## src/rtl/note_pkg.sv

```systemverilog
// Shared constants for the note tone generator: note codes, half-period table, FSM states.
package note_pkg;

   localparam int unsigned PERIOD_W   = 15;
   localparam int unsigned NOTE_W     = 4;
   localparam int unsigned OCT_W      = 2;
   localparam int unsigned NUM_NOTES  = 13;
   localparam int unsigned TBL_CLK_HZ = 12000000;

   localparam logic [NOTE_W-1:0] NOTE_C      = 4'd0;
   localparam logic [NOTE_W-1:0] NOTE_CS     = 4'd1;
   localparam logic [NOTE_W-1:0] NOTE_D      = 4'd2;
   localparam logic [NOTE_W-1:0] NOTE_DS     = 4'd3;
   localparam logic [NOTE_W-1:0] NOTE_E      = 4'd4;
   localparam logic [NOTE_W-1:0] NOTE_F      = 4'd5;
   localparam logic [NOTE_W-1:0] NOTE_FS     = 4'd6;
   localparam logic [NOTE_W-1:0] NOTE_G      = 4'd7;
   localparam logic [NOTE_W-1:0] NOTE_GS     = 4'd8;
   localparam logic [NOTE_W-1:0] NOTE_A      = 4'd9;
   localparam logic [NOTE_W-1:0] NOTE_AS     = 4'd10;
   localparam logic [NOTE_W-1:0] NOTE_B      = 4'd11;
   localparam logic [NOTE_W-1:0] NOTE_C_HI   = 4'd12;
   localparam logic [NOTE_W-1:0] NOTE_SILENT = 4'hF;

   // Half-period in clock cycles at TBL_CLK_HZ, octave 0, indexed by semitone.
   localparam logic [PERIOD_W-1:0] HALF_PERIOD_TBL [NUM_NOTES] = '{
      15'd22933, 15'd21647, 15'd20432, 15'd19285, 15'd18202, 15'd17181, 15'd16217,
      15'd15306, 15'd14447, 15'd13636, 15'd12871, 15'd12149, 15'd11467
   };

   typedef enum logic {
      ST_IDLE = 1'b0,
      ST_PLAY = 1'b1
   } state_t;

endpackage

```

## src/rtl/note_period_rom.sv

```systemverilog
// Combinational note/octave to half-period lookup. Codes above NOTE_C_HI return 0.
module note_period_rom
   import note_pkg::*;
#(
   parameter int unsigned CLK_HZ = TBL_CLK_HZ
) (
   input  logic [NOTE_W-1:0]   i_note,
   input  logic [OCT_W-1:0]    i_octave,
   output logic [PERIOD_W-1:0] o_period
);

   logic [PERIOD_W-1:0] w_p0;

   // Table select; each entry is rescaled by a constant so it folds away at elaboration.
   always_comb begin
      w_p0 = '0;
      for (int i = 0; i < int'(NUM_NOTES); i++) begin
         if (i_note == NOTE_W'(i)) begin
            w_p0 = PERIOD_W'((64'(HALF_PERIOD_TBL[i]) * 64'(CLK_HZ)) / 64'(TBL_CLK_HZ));
         end
      end
   end

   assign o_period = w_p0 >> i_octave;

endmodule

```

## src/rtl/note_tone_gen.sv

```systemverilog
// Square-wave note generator; note/octave changes only take effect at full-period boundaries.
module note_tone_gen
   import note_pkg::*;
#(
   parameter int unsigned CLK_HZ = 12000000
) (
   input  logic       clk,
   input  logic       n_rst,
   input  logic       en,
   input  logic [3:0] note_in,
   input  logic [1:0] octave,
   output logic       tone_out,
   output logic       active,
   output logic       period_start
);

   state_t              r_state;
   state_t              w_state_nxt;
   logic [PERIOD_W-1:0] r_cnt;
   logic [PERIOD_W-1:0] w_cnt_nxt;
   logic [NOTE_W-1:0]   r_note;
   logic [NOTE_W-1:0]   w_note_nxt;
   logic [OCT_W-1:0]    r_oct;
   logic [OCT_W-1:0]    w_oct_nxt;
   logic                r_tone;
   logic                w_tone_nxt;
   logic                r_active;
   logic                w_active_nxt;
   logic                r_pstart;
   logic                w_pstart_nxt;

   logic                w_req_valid;
   logic                w_use_latched;
   logic [NOTE_W-1:0]   w_rom_note;
   logic [OCT_W-1:0]    w_rom_oct;
   logic [PERIOD_W-1:0] w_period;
   logic [PERIOD_W-1:0] w_reload;

   assign w_req_valid   = en && (note_in <= NOTE_C_HI);
   // The mid-period (high to low) reload always uses the note that started the period.
   assign w_use_latched = (r_state == ST_PLAY) && r_tone;
   assign w_rom_note    = w_use_latched ? r_note : note_in;
   assign w_rom_oct     = w_use_latched ? r_oct  : octave;
   assign w_reload      = PERIOD_W'(w_period - PERIOD_W'(1));

   note_period_rom #(
      .CLK_HZ   (CLK_HZ)
   ) u_rom (
      .i_note   (w_rom_note),
      .i_octave (w_rom_oct),
      .o_period (w_period)
   );

   // State, counter and output registers.
   always_ff @(posedge clk or negedge n_rst) begin
      if (!n_rst) begin
         r_state  <= ST_IDLE;
         r_cnt    <= '0;
         r_note   <= NOTE_SILENT;
         r_oct    <= '0;
         r_tone   <= 1'b0;
         r_active <= 1'b0;
         r_pstart <= 1'b0;
      end else begin
         r_state  <= w_state_nxt;
         r_cnt    <= w_cnt_nxt;
         r_note   <= w_note_nxt;
         r_oct    <= w_oct_nxt;
         r_tone   <= w_tone_nxt;
         r_active <= w_active_nxt;
         r_pstart <= w_pstart_nxt;
      end
   end

   // Next-state, counter and output decode.
   always_comb begin
      w_state_nxt  = r_state;
      w_cnt_nxt    = r_cnt;
      w_note_nxt   = r_note;
      w_oct_nxt    = r_oct;
      w_tone_nxt   = r_tone;
      w_pstart_nxt = 1'b0;

      case (r_state)
         ST_IDLE: begin
            w_cnt_nxt  = '0;
            w_tone_nxt = 1'b0;
            if (w_req_valid) begin
               w_note_nxt   = note_in;
               w_oct_nxt    = octave;
               w_tone_nxt   = 1'b1;
               w_cnt_nxt    = w_reload;
               w_pstart_nxt = 1'b1;
               w_state_nxt  = ST_PLAY;
            end
         end
         ST_PLAY: begin
            if (r_cnt != '0) begin
               w_cnt_nxt = PERIOD_W'(r_cnt - PERIOD_W'(1));
            end else if (r_tone) begin
               w_tone_nxt = 1'b0;
               w_cnt_nxt  = w_reload;
            end else if (w_req_valid) begin
               w_note_nxt   = note_in;
               w_oct_nxt    = octave;
               w_tone_nxt   = 1'b1;
               w_cnt_nxt    = w_reload;
               w_pstart_nxt = 1'b1;
            end else begin
               w_cnt_nxt   = '0;
               w_state_nxt = ST_IDLE;
            end
         end
         default: begin
            w_state_nxt = ST_IDLE;
            w_cnt_nxt   = '0;
            w_tone_nxt  = 1'b0;
         end
      endcase

      w_active_nxt = (w_state_nxt == ST_PLAY);
   end

   assign tone_out     = r_tone;
   assign active       = r_active;
   assign period_start = r_pstart;

endmodule

```

## config.mk

```make
export PLATFORM = sky130hd
export DESIGN_NAME = note_tone_gen
export DESIGN_NICKNAME = d
export VERILOG_FILES = /design/src/rtl/note_pkg.sv /design/src/rtl/note_period_rom.sv /design/src/rtl/note_tone_gen.sv
export SDC_FILE = /design/constraint.sdc
export NUM_CORES = 1
export LEC_CHECK = 0
export ABC_AREA = 1
export CELL_PAD_IN_SITES_DETAIL_PLACEMENT = 0
export CELL_PAD_IN_SITES_GLOBAL_PLACEMENT = 1
export CORE_MARGIN = 3
export CORE_UTILIZATION = 43
export DETAILED_ROUTE_END_ITERATION = 7
export DONT_BUFFER_PORTS = 1
export HOLD_SLACK_MARGIN = 0.15
export PLACE_DENSITY_LB_ADDON = 0.1
export SLEW_MARGIN = 20
export SYNTH_ARGS = -nofsm -noshare
export SYNTH_HDL_FRONTEND = slang
export SYNTH_SLANG_ARGS = --single-unit
```

## constraint.sdc

```tcl
create_clock -name clk -period 6.08 [get_ports clk]
set_input_delay 0.608 -clock clk [delete_from_list [all_inputs] [get_ports clk]]
set_output_delay 0.608 -clock clk [all_outputs]
set_load 0.005 [all_outputs]
```

==> flow_summary_export.csv <==
group,metric,value,unit
power_and_ir_drop,p_int,0.249,mW
synth,yosys-top-cells-count,"98 x nand2_1, 38 x inv_1, 31 x nand3_1, 26 x o21ai_0, 20 x dfrtp_1",
critical_path,critPathArrivalTime,3.08,ns
sta,fmax,347,MHz
floorplan,fp.dieW,76.5,um
final_layout,area_delta_synth_final,4.39,%
power_and_ir_drop,clkPwrFrac,0.462,
synth,synth_top_area_frac,0.234,
floorplan,die_h,76.5,um
grt,track_usage,0.189,
sta,slew_violations,0,
synth,synth.most_common_cell,"nand2_1",
critical_path,crit_required,6.28,ns
worst_hold_path,hold_class,"in2reg",
critical_path,end_kind,"flop",
place,place.gp.congestion,0.843,
floorplan,die_area,5860,um2
clock_tree,clock_sinks,24,
clock_tree,path_clk_slew,0.09,ns
power_and_ir_drop,powerDensity,139,nW/um2
clock_tree,root_buffer,"clkbuf_8",
routing,ant_nets,0,
synth,ys_seq_area_frac,0.283,
place,io_buffer_count,0,
floorplan,start_util,0.450,
sta,worst_pin_slew,0.968,ns
critical_path,cp_max_fo,16,
critical_path,crit_type,"reg2reg",
grt,grt-ovfl-total,0,
routing,vias,1886,
routing,avgRoutedWirePerCell,13.0,um
routing,drt_pass1_iterations,4,
clock_tree,clock_latency,0.27,ns
grt,grt_pass1_vias,1920,
power_and_ir_drop,p_leak,1.12,nW
routing,drt_wl_total,5.06,mm
final_layout,nFillCells,528,
grt,grt_antenna_before_repair,0,
clock_tree,cts_inserted_buffers,3,
synth,avgSynthCellArea,6.62,um2
synth,syn_inst,323,
synth,yosysWarnings,0,
clock_tree,cts_tree,"done",
sta,maxSlewHeadroom,0.352,
power_and_ir_drop,p_switching,0.0610,mW
sta,hold_violations,0,
grt,grt_max_degree,21,
floorplan,io_pins,12,
sta,fin_crit,2.88,ns
sta,rsz0062_at_grt,"false",
clock_tree,htree_levels,1,
routing,drc_errors,0,
place,dpl.hpwl,4.04,mm
sta,clock_skew,0.00658,ns
synth,ys_types,34,
floorplan,fp-row-count,25,
sta,finalCritPeriodShare,0.474,
run,cap_violations,0,
synth,yosys-top-cells-area,"dfrtp_1 23%, nand2_1 17%, nand3_1 7.3%",
critical_path,critPathLaunchType,"flop",
routing,routed_via_density,4.86,
final_layout,multi_input_area,1290,um2
worst_hold_path,min_delay_path_depth,2,
clock_tree,cts_buffer_depth,2,
synth,syn_nets,334,
final_layout,utilization,0.470,
grt,grt_pass1_wl,9.11,mm
synth,synth_area,2140,um2
synth,synth_top_area_cell,"dfrtp_1",
final_layout,n_antenna_cell,0,
routing,drt_iter0_drc,120,
sta,setup_tns,0,ns
synth,synth_ff_type,"dfrtp_1",
power_and_ir_drop,p_sw_frac,0.197,
final_layout,final-seq-area,606,um2
status,status,"completed",
synth,synth-edff-count,0,
final_layout,nets,333,
synth,ys_ff_latch,24,
power_and_ir_drop,vdd_drop_max,103,uV
floorplan,core,4750,um2
synth,ys_async_sr_fraction,1.00,
critical_path,reg2reg_depth,11,
power_and_ir_drop,power_frac_comb,0.024,
power_and_ir_drop,p_seq_frac,0.514,
final_layout,final_layout_size_suffix_gt1_frac,0.153,
sta,setup-violations-final,0,
per-stage QoR:
| step | setup WS (ns) | std cells | hold slack (ns) | total power [mW] | instance area, um2 |
|---|---|---|---|---|---|
| finish | 3.20 | 388 | 0.437 | 0.311 | 2230 |
| detailed placement | 3.25 | 382 | 0.313 | 0.166 | 2140 |
| global placement | 3.30 | 382 | 0.313 | 0.166 | 2140 |
| global route | 2.73 | 388 | 0.422 | 0.322 | 2230 |
| floorplan | 3.98 | 323 | 0.312 | 0.165 | 2140 |
| CTS | 3.20 | 387 | 0.153 | 0.313 | 2220 |
state kept, by name, summed over array words and instances (netlist names):
| signal | cells |
|---|---|
| r_cnt | 15 |
| r_note | 4 |
| tone_out | 1 |
| period_start | 1 |
| active | 1 |
| r_oct | 2 |
cell usage in the layout (no fill, tap or decap):
cell and instances:
nand2_1 98, inv_1 38, nand3_1 31, o21ai_0 26, dfrtp_1 20, nor2_1 17, nand2_2 11, a21oi_1 8
xor2_1 8, nand3_2 7, o21ai_1 6, o21ai_2 6, inv_2 5, nand2_4 4, nor2_2 4, o22ai_1 4
dfstp_2 4, nor3_1 3, xnor2_1 3, clkbuf_8 3, nand4_1 2, ha_1 2, dlygate4sd3_1 2, o21ai_4 1
nor2_4 1, o211ai_1 1, and2_2 1, nor3_2 1, nor4_1 1, clkinv_1 1, or2_1 1, bufinv_16 1
path summary, 6_finish.rpt:
| kind | startpoint | endpoint | slack, ns |
|---|---|---|---|
| hold / removal | note_in[1] | r_note[1]$_DFFE_PN1P_ | 0.44 |
| setup reg to reg | active$_DFF_PN0_ | r_cnt[14]$_DFF_PN0_ | 3.20 |
| setup / recovery | active$_DFF_PN0_ | r_cnt[14]$_DFF_PN0_ | 3.20 |
| min in group asynchronous | n_rst | r_note[0]$_DFFE_PN1P_ | 0.85 |
| hold reg to reg | r_note[0]$_DFFE_PN1P_ | r_note[0]$_DFFE_PN1P_ | 0.48 |
| max in group asynchronous | n_rst | r_cnt[0]$_DFF_PN0_ | 4.56 |
kinds of logic (layout without fill, tap and decap cells):
family / Yosys count / in the layout / share of synthesized area
buf+inv: 52 / 50 / 0.115
simple gates: 182 / 182 / 0.404
compound gates: 52 / 52 / 0.141
xor+xnor: 11 / 11 / 0.0450
flops: 24 / 24 / 0.283
fa+ha+maj: 2 / 2 / 0.0117
cell type report:
cell class,count,share of cell area
Inverter,44,0.0739
Tap cell,67,0.0375
Clock inverter,1,0.0134
Clock buffer,3,0.0185
Timing Repair Buffer,2,0.00896
Multi-Input combinational cell,247,0.576
Sequential cell,24,0.271
worst max-delay path, stage by stage (launching register included):
cell and delay (ns):
dfrtp_1 0.66, nand2_2 0.33, o21ai_2 0.48, inv_1 0.32, nor2_1 0.16, nand3_1 0.10
nand2_2 0.09, ha_1 0.16, inv_1 0.06, nor2_1 0.23, o21ai_0 0.13, o21ai_0 0.08
power by group through the flow:
| stage | Combinational, mW | Sequential [mW] | Clock, mW |
|---|---|---|---|
| global placement | 0.00330 | 0.163 | 0 |
| finish | 0.00749 | 0.160 | 0.143 |
| CTS | 0.00672 | 0.160 | 0.147 |
| detailed placement | 0.00327 | 0.163 | 0 |
| floorplan | 0.00276 | 0.163 | 0 |
| global route | 0.00851 | 0.160 | 0.153 |
metal layers:
metal	up-vias	wire [um]	GRT usage
met4	0	48	0.0380
met3	5	42	0.0177
met1	846	2590	0.255
met5	-	0	0
li1	1030	-	-
met2	5	2380	0.330
timing repair:
item	in CTS	in global routing
endpoints found under the hold margin	20	4
hold buffers	1	1
resized for setup	0	0
setup buffers	0	0
(Power assumes the default switching activity.)
